===== config.mk =====
export PLATFORM = sky130hd
export DESIGN_NAME = node_input_buffer_flat
export DESIGN_NICKNAME = d
export VERILOG_FILES = /design/src/rtl/node_input_buffer_if.sv /design/src/rtl/node_input_buffer.sv /design/src/flat_wrapper.sv
export SDC_FILE = /design/constraint.sdc
export NUM_CORES = 1
export LEC_CHECK = 0
export ABC_AREA = 1
export BUFFER_PORTS_ARGS = -buffer_cell sky130_fd_sc_hd__buf_4
export CORE_ASPECT_RATIO = 1.5
export CORE_UTILIZATION = 40
export CTS_CLUSTER_SIZE = 12
export DETAILED_ROUTE_END_ITERATION = 8
export GPL_TIMING_DRIVEN = 0
export SLEW_MARGIN = 0
export SYNTH_ARGS = -nofsm -noshare
export SYNTH_HDL_FRONTEND = slang
export SYNTH_SLANG_ARGS = --single-unit

===== constraint.sdc =====
create_clock -name clk -period 16.6 [get_ports clk]
set_input_delay 2.49 -clock clk [delete_from_list [all_inputs] [get_ports clk]]
set_output_delay 2.49 -clock clk [all_outputs]
set_load 0.05 [all_outputs]

===== src/rtl/node_input_buffer_if.sv =====
// Handshake bundle between an upstream link, one node_input_buffer and the router lane.
// master is the upstream/router side, slave is the buffer itself.
interface node_input_buffer_if #(
  parameter int stream_width = 144,
  parameter int net_width    = 4,
  parameter int ptr_width    = 2
);
  logic                    in_valid;
  logic [stream_width-1:0] in_flit;
  logic                    in_ready;
  logic [stream_width-1:0] out_stream;
  logic                    out_valid;
  logic                    out_ready;
  logic [net_width-1:0]    out_naddr;
  logic                    credit_out;
  logic [ptr_width:0]      count;

  modport master (
    output in_valid, in_flit, out_ready,
    input  in_ready, out_stream, out_valid, out_naddr, credit_out, count
  );

  modport slave (
    input  in_valid, in_flit, out_ready,
    output in_ready, out_stream, out_valid, out_naddr, credit_out, count
  );
endinterface


===== src/rtl/node_input_buffer.sv =====
// Per-port ingress FIFO ahead of the node router: registered head flit, zeroed lane when empty,
// one credit pulse per dequeue. EMPTY/PARTIAL/FULL are implied by count rather than held in a state register.
module node_input_buffer #(
  parameter int stream_width = 144,
  parameter int net_width    = 4,
  parameter int depth        = 4,
  parameter int ptr_width    = 2
) (
  input logic                clk,
  input logic                rst,
  node_input_buffer_if.slave bus
);
  localparam logic [ptr_width:0] full_count = (ptr_width+1)'(depth);

  logic [stream_width-1:0] mem [depth];
  logic [ptr_width-1:0]    wr_ptr;
  logic [ptr_width-1:0]    rd_ptr;
  logic [ptr_width-1:0]    rd_ptr_next;
  logic [ptr_width:0]      count_q;
  logic [ptr_width:0]      count_left;
  logic [ptr_width:0]      count_next;
  logic [stream_width-1:0] head_next;
  logic [stream_width-1:0] stream_q;
  logic [net_width-1:0]    naddr_q;
  logic                    valid_q;
  logic                    credit_q;
  logic                    push;
  logic                    pop;

  assign bus.in_ready   = (count_q != full_count);
  assign push           = bus.in_valid & bus.in_ready;
  assign pop            = bus.out_ready & valid_q;
  assign bus.count      = count_q;
  assign bus.out_stream = stream_q;
  assign bus.out_valid  = valid_q;
  assign bus.out_naddr  = naddr_q;
  assign bus.credit_out = credit_q;

  // The head after this edge is either an already-stored entry or, if nothing
  // else remains, the flit being written on this same edge.
  always_comb begin
    count_left  = count_q - (ptr_width+1)'(pop);
    count_next  = count_left + (ptr_width+1)'(push);
    rd_ptr_next = rd_ptr + ptr_width'(pop);
    head_next   = '0;
    if (count_left != '0) begin
      head_next = mem[rd_ptr_next];
    end else if (push) begin
      head_next = bus.in_flit;
    end
  end

  always_ff @(posedge clk) begin
    if (rst) begin
      wr_ptr   <= '0;
      rd_ptr   <= '0;
      count_q  <= '0;
      stream_q <= '0;
      naddr_q  <= '0;
      valid_q  <= 1'b0;
      credit_q <= 1'b0;
    end else begin
      if (push) begin
        wr_ptr <= wr_ptr + ptr_width'(1);
      end
      rd_ptr   <= rd_ptr_next;
      count_q  <= count_next;
      stream_q <= head_next;
      naddr_q  <= head_next[stream_width-1 -: net_width];
      valid_q  <= (count_next != '0);
      credit_q <= pop;
    end
  end

  always_ff @(posedge clk) begin
    if (push && !rst) begin
      mem[wr_ptr] <= bus.in_flit;
    end
  end
endmodule


===== src/flat_wrapper.sv =====
// flat-port wrapper written by rule: the top's interface ports become plain ports
module node_input_buffer_flat 
#(
  parameter int stream_width = 144,
  parameter int net_width    = 4,
  parameter int depth        = 4,
  parameter int ptr_width    = 2
)
  (clk, rst, bus_in_valid, bus_in_flit, bus_out_ready, bus_in_ready, bus_out_stream, bus_out_valid, bus_out_naddr, bus_credit_out, bus_count);
  node_input_buffer_if #(.stream_width(stream_width), .net_width(net_width), .ptr_width(ptr_width)) bus_i ();
  input logic clk;
  input logic rst;
  input wire logic [$bits(bus_i.in_valid)-1:0] bus_in_valid;
  input wire logic [$bits(bus_i.in_flit)-1:0] bus_in_flit;
  input wire logic [$bits(bus_i.out_ready)-1:0] bus_out_ready;
  output wire logic [$bits(bus_i.in_ready)-1:0] bus_in_ready;
  output wire logic [$bits(bus_i.out_stream)-1:0] bus_out_stream;
  output wire logic [$bits(bus_i.out_valid)-1:0] bus_out_valid;
  output wire logic [$bits(bus_i.out_naddr)-1:0] bus_out_naddr;
  output wire logic [$bits(bus_i.credit_out)-1:0] bus_credit_out;
  output wire logic [$bits(bus_i.count)-1:0] bus_count;
  assign bus_i.in_valid = bus_in_valid;
  assign bus_i.in_flit = bus_in_flit;
  assign bus_i.out_ready = bus_out_ready;
  assign bus_in_ready = bus_i.in_ready;
  assign bus_out_stream = bus_i.out_stream;
  assign bus_out_valid = bus_i.out_valid;
  assign bus_out_naddr = bus_i.out_naddr;
  assign bus_credit_out = bus_i.credit_out;
  assign bus_count = bus_i.count;
  node_input_buffer #(.stream_width(stream_width), .net_width(net_width), .depth(depth), .ptr_width(ptr_width)) u_core (.clk(clk), .rst(rst), .bus(bus_i));
endmodule

# Yosys cells after proc, flatten, opt, wreduce, memory -nomap -nowiden
# Memory sizes are Yosys's and may differ from the RTL's.
# Cells that the tools add are included.
[word_totals] register_bits=157 latch_bits=0 ramBits=576 mem_bits_ro=0 inputBits=148 out_inout_bits=154 mem_count=1
[op_classes] n_addsub=4 mul=0 div_mod_pow=0 magnitude_cmp=0 eq_ne=1 shift=0 mux=4 n_bitwise=2 n_reduce_logical=4
[mem_list] memory="u_core.mem" depth=4 width=144 read_ports=1 rd_clocked_by_memory_dff=0 write_ports=1 line_no="node_input_buffer.sv:15" source="logic [stream_width-1:0] mem [depth];"
[op_table] op="$mux 144" count=2
[op_table] op="$reduce_bool 3->1" count=2
[op_table] op="$add 3x1->3" count=1
[op_table] op="$ne 3x3->1 const B" count=1
[op_table] op="$sub 3x1->3" count=1
[op_table] op="$add 2x1->2" count=1
[op_table] op="$add 2x1->2 const B" count=1
[op_table] op="$and 1x1->1" count=2
[op_table] op="$mux 1" count=2
[op_table] op="$logic_and 1x1->1" count=1
[op_table] op="$logic_not 1->1" count=1

# Logic depth before layout (Yosys ltp)
# Gate-level depths: netlist of run 1.
[depth] ltp_word=5 mapped_depth=13

# Least setup slack after synthesis of run 1
# OpenSTA, ideal clock, no wires.
[synth_timing] path_kind="input to register" startpoint="in bus_in_valid" endpoint="mem u_core.mem[0][0], enable pin" setup_ns=0.650 t_arrival_ns=9.225 required_ns=15.950 slack_ns=6.725 path_stages=5 path_buffers=3 path_cell_list="clkbuf_1 -> buf_2 -> buf_2 -> nand3_1 -> nor2_1"
[synth_via] elab_chain_len=4
[synth_rtl] element="start, declared" line_no="flat_wrapper.sv:13" source="input wire logic [$bits(bus_i.in_valid)-1:0] bus_in_valid;"
[synth_rtl] element="$and 1x1->1" line_no="node_input_buffer.sv:31" source="assign push = bus.in_valid & bus.in_ready;"
[synth_rtl] element="$logic_and 1x1->1" line_no="node_input_buffer.sv:76" source="if (push && !rst) begin"
[synth_rtl] element="$mux 1" line_no="node_input_buffer.sv:76"
[synth_rtl] element="$mux 1 (implied by the code)" line_no="node_input_buffer.sv:77" source="mem[wr_ptr] <= bus.in_flit;"
[synth_rtl] element="end, declared" line_no="node_input_buffer.sv:15"
# No other way between the ends.

# Worst setup path in the final report of run 1
[layout_timing] startpoint="in bus_in_valid" endpoint="mem u_core.mem[2][34], enable pin"
# The elaborated chain is that of the path after synthesis.

==> results of run 1 <==
-- Yosys cell counts, drive strengths merged --
library cell,count
nor2,297
ha,8
clkbuf,40
a21oi,3
inv,166
dfxtp,153
nand2,1603
edfxtp,576
buf,137
nand3,154
-- where the power goes --
group | internal [W] | switching [W] | leakage (nW) | total (W)
Clock | 0.000908 | 0.000690 | 1.10 | 0.00160
Sequential | 0.00219 | 0.0000695 | 6.50 | 0.00226
Combinational | 0.000879 | 0.00213 | 8.83 | 0.00301
Total | 0.00398 | 0.00289 | 16.4 | 0.00687
-- registers in the layout (all words and copies together) (netlist names) --
register / count
u_core.wr_ptr: 2
u_core.bus.credit_out: 1
u_core.rd_ptr: 2
u_core.bus.out_naddr: 4
u_core.bus.out_stream: 140
u_core.bus.count: 3
u_core.mem: 576
u_core.bus.out_valid: 1
-- worst min-delay path, cell delays in order, from the launching register on --
cell	delay (ns)
dfxtp_1	0.33
nand2_1	0.08
nor2_1	0.04
-- kinds of logic after synthesis --
kind of cell	Yosys count	synth area share, %
AND/OR/NAND/NOR	2054	26.47
flip-flops	729	68.05
buffers and inverters	343	5.098
adder cells (fa/ha/maj)	8	0.3346
AO/OA/AOI/OAI	3	0.05017
-- cell type report --
type	count	area, um^2	area share, %
diodes	3	7.507	0.02071
plain buffers	177	899.6	2.482
clock buffers	121	2121	5.850
clock inverters	15	162.7	0.4487
inverters	166	625.6	1.726
multi-input cells	2065	8065	22.25
flip-flops and latches	729	20360	56.16
well taps	992	1241	3.424
repair buffers	323	2770	7.641
-- per-layer routing --
metal	wire length, um	up-vias
met5	52	-
met3	4972	141
li1	-	10730
met4	2607	8
met1	33200	10060
met2	41470	646
-- path summary, 6_finish.rpt --
path | cells past startpoint | slack (ns) | to
worst min register to register | 2 | 0.49 | u_core.bus.credit_out
worst min-delay path | 2 | 0.49 | u_core.bus.credit_out
worst max register to register | 8 | 13.00 | u_core.mem[2][34]
worst max-delay path | 8 | 11.68 | u_core.mem[2][34]
-- through the flow --
stage | setup slack [ns] | total power (W) | cells
global route | 11.60 | 0.007329 | 4589
CTS | 11.71 | 0.006953 | 4588
detailed placement | 11.04 | 0.005344 | 4452
global placement | 0.7193 | 0.005340 | 4428
floorplan | 6.725 | 0.004356 | 3137
finish | 11.68 | 0.006873 | 4591
==> impl_metrics.py, run 1 <==
metrics = {
    "layout": {
        "postLayoutCoreUtil_pct": 49.07,
        "final_cell_area_um2": 36250,
        "layout.nets": 3692,
        "n_fill_cell": 6923,
        "layout_commonest_cell": "nand2_1",
        "syn2layout_area_growth_pct": 21.16,
        "mostFrequentLayoutCells": "nand2_1 (1601), edfxtp_1 (576), buf_4 (332)",
        "drive_gt1_share_pct": 15.13,
    },
    "clock_network": {
        "clockBufferDepth": 3,
        "hold_buffers": 0,
        "clkTransAtPathRegs_ns": 0.06,
        "clock_latency_ns": 0.63,
        "root_buffer": "clkbuf_16",
        "clock-sinks": 729,
        "cts_resized": 0,
        "cts_htree_levels": 3,
        "post_cts_buffers": 0,
        "cts_buffers": 74,
        "cts_tree": "done",
    },
    "die": {
        "core-area_um2": 73880,
        "start_util_pct": 40.50,
        "io_pins": 302,
        "dieArea_um2": 75920,
        "die_w_um": 225.3,
        "rows": 122,
        "die_y_um": 337.0,
    },
    "sta": {
        "slew_headroom_pct": 41.49,
        "fin_crit_sh_pct": 29.62,
        "skew_ns": 0.02192,
        "setup_viol": 0,
        "tightest_slew_ns": 0.8777,
        "achievable-frequency_mhz": 203.4,
        "post-route-min-period_ns": 4.917,
        "rsz0062_at_grt": "false",
        "maxSlewViolCount": 0,
        "finalHoldViolCount": 0,
        "timing.hold.ws_ns": 0.4924,
        "tns_ns": 0,
    },
    "place": {
        "dpl_cell_area_um2": 33960,
        "dpl.hpwl_um": 54260,
        "gp_congestion": 0.7902,
        "portBuffers": 299,
    },
    "setup_path": {
        "worstPathRequired_ns": 16.91,
        "crit_family": "buffers and inverters",
        "slowest_stage": "nor2_4",
        "critical_path_class": "in -> reg",
        "path_cells": "clkbuf_1 > buf_2 > buf_2 > nand3_1 > nor2_4 > buf_16 > buf_16 > buf_12",
        "startpoint": "bus_in_valid",
        "cp.arrival_ns": 5.23,
        "worst-path-max-fanout": 26,
        "crit_path_end_kind": "register",
        "rr_startpoint": "u_core.bus.count[0]",
        "startpoint_type": "input pin",
        "worst-path-buf-inv": 6,
        "cpPeakStageDelay_ns": 0.73,
    },
    "pwr": {
        "p_leak_nw": 16.43,
        "peakVddDrop_uv": 149.4,
        "powerDensity_nw_per_um2": 189.6,
    },
    "min_path": {
        "worst_hold_startpoint": "u_core.bus.out_valid",
        "worstHoldPathType": "reg -> reg",
    },
    "routing": {
        "vias": 21580,
        "drtPass1Iterations": 6,
        "drc": 0,
        "wl_um": 82300,
        "wire_per_inst_um": 17.93,
        "ant_nets": 0,
        "dr.first_iter.drc_count": 1459,
        "vias_per_cell": 4.701,
    },
    "grt": {
        "grt_util_met2_pct": 38.42,
        "grt_pass1_wl_um": 122800,
        "met3_usage_pct": 4.209,
        "grt_pass1_vias": 20590,
        "grtUsageMet1_pct": 25.98,
        "track_usage_pct": 21.87,
        "antenna_found_initial": 6,
        "grt_max_degree": 29,
        "busiest_layer": "met2",
        "grt.overflow.total": 0,
    },
    "synthesis": {
        "synth_area_leader_cell": "edfxtp_1",
        "ys_seq_elements": 729,
        "synth_area_per_cell_um2": 9.538,
        "yosysWarnings": 0,
        "syn_area_um2": 29920,
        "synthDistinctLibCells": 18,
        "yosys-top-cells-area": "edfxtp_1 (58%), nand2_1 (20%), dfxtp_1 (10%)",
        "ys_seq_area_share_pct": 68.05,
        "synth_top_area_share_pct": 57.81,
        "syn_nets": 3293,
        "syn_inst": 3137,
    },
    "flow_run": {
        "maxCapViolations": 0,
    },
    "outcome": {
        "outcome": "complete, no violations",
    },
}
Power figures use the tool's default switching activity.
==> run 2, diff against run 1 <==
--- a/config.mk
+++ b/config.mk
@@ -5,7 +5,7 @@
 export SDC_FILE = /design/constraint.sdc
 export NUM_CORES = 1
 export LEC_CHECK = 0
-export ABC_AREA = 1
+export ABC_AREA = 0
 export BUFFER_PORTS_ARGS = -buffer_cell sky130_fd_sc_hd__buf_4
 export CORE_ASPECT_RATIO = 1.5
 export CORE_UTILIZATION = 40
==> constraint.sdc (replaced) <==
create_clock -name clk -period 5 [get_ports clk]
set_input_delay 0.75 -clock clk [delete_from_list [all_inputs] [get_ports clk]]
set_output_delay 0.75 -clock clk [all_outputs]
set_load 0.05 [all_outputs]
==> impl_metrics.py, run 2 <==
metrics = {
    "outcome": {
        "outcome": "complete, no violations",
    },
    "synthesis": {
        "yosysMostFrequentCell": "edfxtp_1",
        "syn_inst": 1126,
        "yosys-top-cells-area": "edfxtp_1 (68%), mux4_2 (13%), dfxtp_1 (12%)",
        "ys_seq_elements": 729,
        "synthFlopType": "edfxtp_1",
        "synthDistinctLibCells": 23,
        "synth_edf_count": 576,
        "ys_seq_area_share_pct": 79.62,
        "synth_area_per_cell_um2": 22.71,
        "async_reset_ff_share_pct": 0,
        "synth_top_area_share_pct": 67.65,
        "syn_area_um2": 25570,
        "syn_nets": 1282,
        "yosysWarnings": 0,
        "synth_area_leader_cell": "edfxtp_1",
        "synth_commonest_cells": "edfxtp_1 (576), dfxtp_1 (153), a22o_1 (144), mux4_2 (144), buf_2 (43)",
    },
    "layout": {
        "n_fill_cell": 5166,
        "syn2layout_area_growth_pct": 22.68,
        "layout.nets": 1669,
        "drive_gt1_share_pct": 38.81,
        "regMostFlops": "u_core.mem",
        "layout_commonest_cell": "edfxtp_1",
        "largest_reg_flops": 576,
        "mostFrequentLayoutCells": "edfxtp_1 (576), buf_4 (307), dfxtp_1 (153)",
        "postLayoutCoreUtil_pct": 49.63,
    },
    "grt": {
        "grt_max_degree": 53,
        "grt.overflow.total": 0,
        "track_usage_pct": 17.82,
        "grt_pass1_wl_um": 85350,
        "grt_pass1_vias": 13490,
        "antenna_found_initial": 4,
    },
    "setup_path": {
        "cpPeakStageDelay_ns": 0.64,
        "r2r_end": "u_core.bus.out_stream[74]",
        "r2r_slack_ns": 1.95,
        "cp.arrival_ns": 3.58,
        "startpoint": "u_core.bus.out_valid",
        "startpoint_type": "register",
        "r2r_cells": 9,
        "crit_path_end_kind": "register",
        "path_cells": "and2_1 > ha_1 > ha_1 > xnor2_1 > and3_1 > nor2_2 > buf_2 > buf_2 > a22o_1",
        "rr_startpoint": "u_core.bus.out_valid",
        "critical_path_class": "reg -> reg",
        "slowest_stage": "nor2_2",
        "worstPathRequired_ns": 5.53,
        "worst-path-max-fanout": 10,
    },
    "die": {
        "start_util_pct": 40.46,
        "rows": 113,
        "core-area_um2": 63200,
        "die_y_um": 311.7,
        "dieArea_um2": 64960,
        "io_pins": 302,
        "die_w_um": 208.4,
    },
    "sta": {
        "slew_headroom_pct": 28.74,
        "achievable-frequency_mhz": 328.4,
        "post-route-min-period_ns": 3.045,
        "finalHoldViolCount": 0,
        "setup_viol": 0,
        "rsz0062_at_grt": "false",
        "fin_crit_sh_pct": 60.90,
        "maxSlewViolCount": 0,
        "skew_ns": 0.01218,
        "tns_ns": 0,
        "tightest_slew_ns": 1.068,
    },
    "routing": {
        "dr.first_iter.drc_count": 755,
        "drc": 0,
        "wl_um": 57120,
        "vias": 12450,
        "wire_per_inst_um": 24.04,
        "vias_per_cell": 5.238,
        "drtPass1Iterations": 4,
        "ant_nets": 0,
    },
    "place": {
        "dpl.hpwl_um": 34950,
        "portBuffers": 301,
        "gp_congestion": 0.7294,
    },
    "clock_network": {
        "clock-sinks": 729,
        "post_cts_buffers": 0,
        "cts_htree_levels": 3,
        "hold_buffers": 0,
        "cts_resized": 0,
        "cts_tree": "done",
        "clockBufferDepth": 3,
        "clkTransAtPathRegs_ns": 0.06,
        "root_buffer": "clkbuf_16",
        "clock_latency_ns": 0.60,
        "cts_buffers": 73,
    },
    "pwr": {
        "powerDensity_nw_per_um2": 570.4,
        "p_leak_nw": 11.02,
        "p_total_w": 0.01789,
        "peakVddDrop_uv": 375.1,
    },
    "min_path": {
        "holdPathEnd": "u_core.mem[3][29]",
        "worstHoldPathType": "in -> reg",
        "min_path_cells": 1,
        "worst_hold_startpoint": "bus_in_flit[29]",
    },
    "flow_run": {
        "maxCapViolations": 0,
    },
}
## run 2: changes by cell type in the layout (fill, tap and decap cells not counted), moves of 7 or more
cell	before	now
a22o_1	0	144
inv_1	163	5
mux4_2	0	144
buf_6	1	8
clkbuf_1	80	52
buf_4	332	307
buf_2	83	43
nor2_1	292	5
buf_1	20	0
nand2_1	1601	1
nand3_1	153	1
buf_12	18	2
## run 2: kinds of logic (layout without fill, tap and decap cells)
kind of cell / Yosys count / after routing / synth area share (%)
adders and majority gates: 8 / 8 / 0.3915
xor gates and xnor gates: 5 / 5 / 0.2006
muxes: 144 / 144 / 12.68
and+or+nand+nor: 22 / 22 / 0.5383
DFF: 729 / 729 / 79.62
buffers and inverters: 72 / 515 / 1.590
other: 0 / 2 / 0
AOI/OAI and AO/OA: 146 / 146 / 4.972
## run 2: worst max-delay path, delay by kind of cell (launching register included)
kind,cells,cell delay [ns]
buf+inv,2,0.90
compound gates,1,0.19
simple gates,3,1.02
flops,1,0.31
xor+xnor,1,0.15
fa+ha+maj,2,0.39
## run 2: worst max path at each step
stage	to	slack (ns)
after floorplan	u_core.mem[0][0]	1.52
after global placement	u_core.mem[0][141]	-0.34
after detailed placement	u_core.bus.out_stream[88]	1.19
after CTS	u_core.bus.out_stream[75]	1.76
after global routing	u_core.bus.out_stream[79]	1.69
final	u_core.bus.out_stream[74]	1.95
## run 2: per-stage QoR
| step | area (um^2) | cells | hold slack, ns | setup WS (ns) |
|---|---|---|---|---|
| 3_5_place_dp | 29130 | 2243 | 0.4963 | 1.194 |
| 6_report | 31370 | 2376 | 0.3591 | 1.955 |
| 4_1_cts | 31360 | 2374 | 0.3062 | 1.758 |
| 2_1_floorplan | 25570 | 1126 | 0.4692 | 1.520 |
| 3_3_place_gp | 28840 | 2232 | 0.4975 | -0.3374 |
| 5_1_grt | 31370 | 2376 | 0.3178 | 1.691 |
## run 2: area by class of cell
class	instances	area, um^2	area share [%]
well taps	805	1007	3.211
diodes	2	5.005	0.01595
plain buffers	67	387.9	1.236
clock inverters	7	76.32	0.2433
repair buffers	312	2547	8.121
flip-flops and latches	729	20360	64.90
clock buffers	124	2153	6.865
multi-input cells	325	4813	15.34
inverters	5	18.77	0.05983
## run 2: power breakdown
| part | leakage (nW) | total [W] | switching [W] | internal [W] |
|---|---|---|---|---|
| combinational | 3.45 | 0.00524 | 0.00318 | 0.00206 |
| clock | 1.07 | 0.00517 | 0.00219 | 0.00298 |
| sequential | 6.50 | 0.00748 | 0.000216 | 0.00727 |
| total | 11.0 | 0.0179 | 0.00558 | 0.0123 |
## run 2: routing by layer
metal	vias to the layer above	track usage, %	part of all wire [%]
met3	74	4.303	5.7
met1	6546	21.95	41
met2	329	30.25	51
li1	5492	-	-
met5	-	0	0.040
met4	4	6.835	2.6
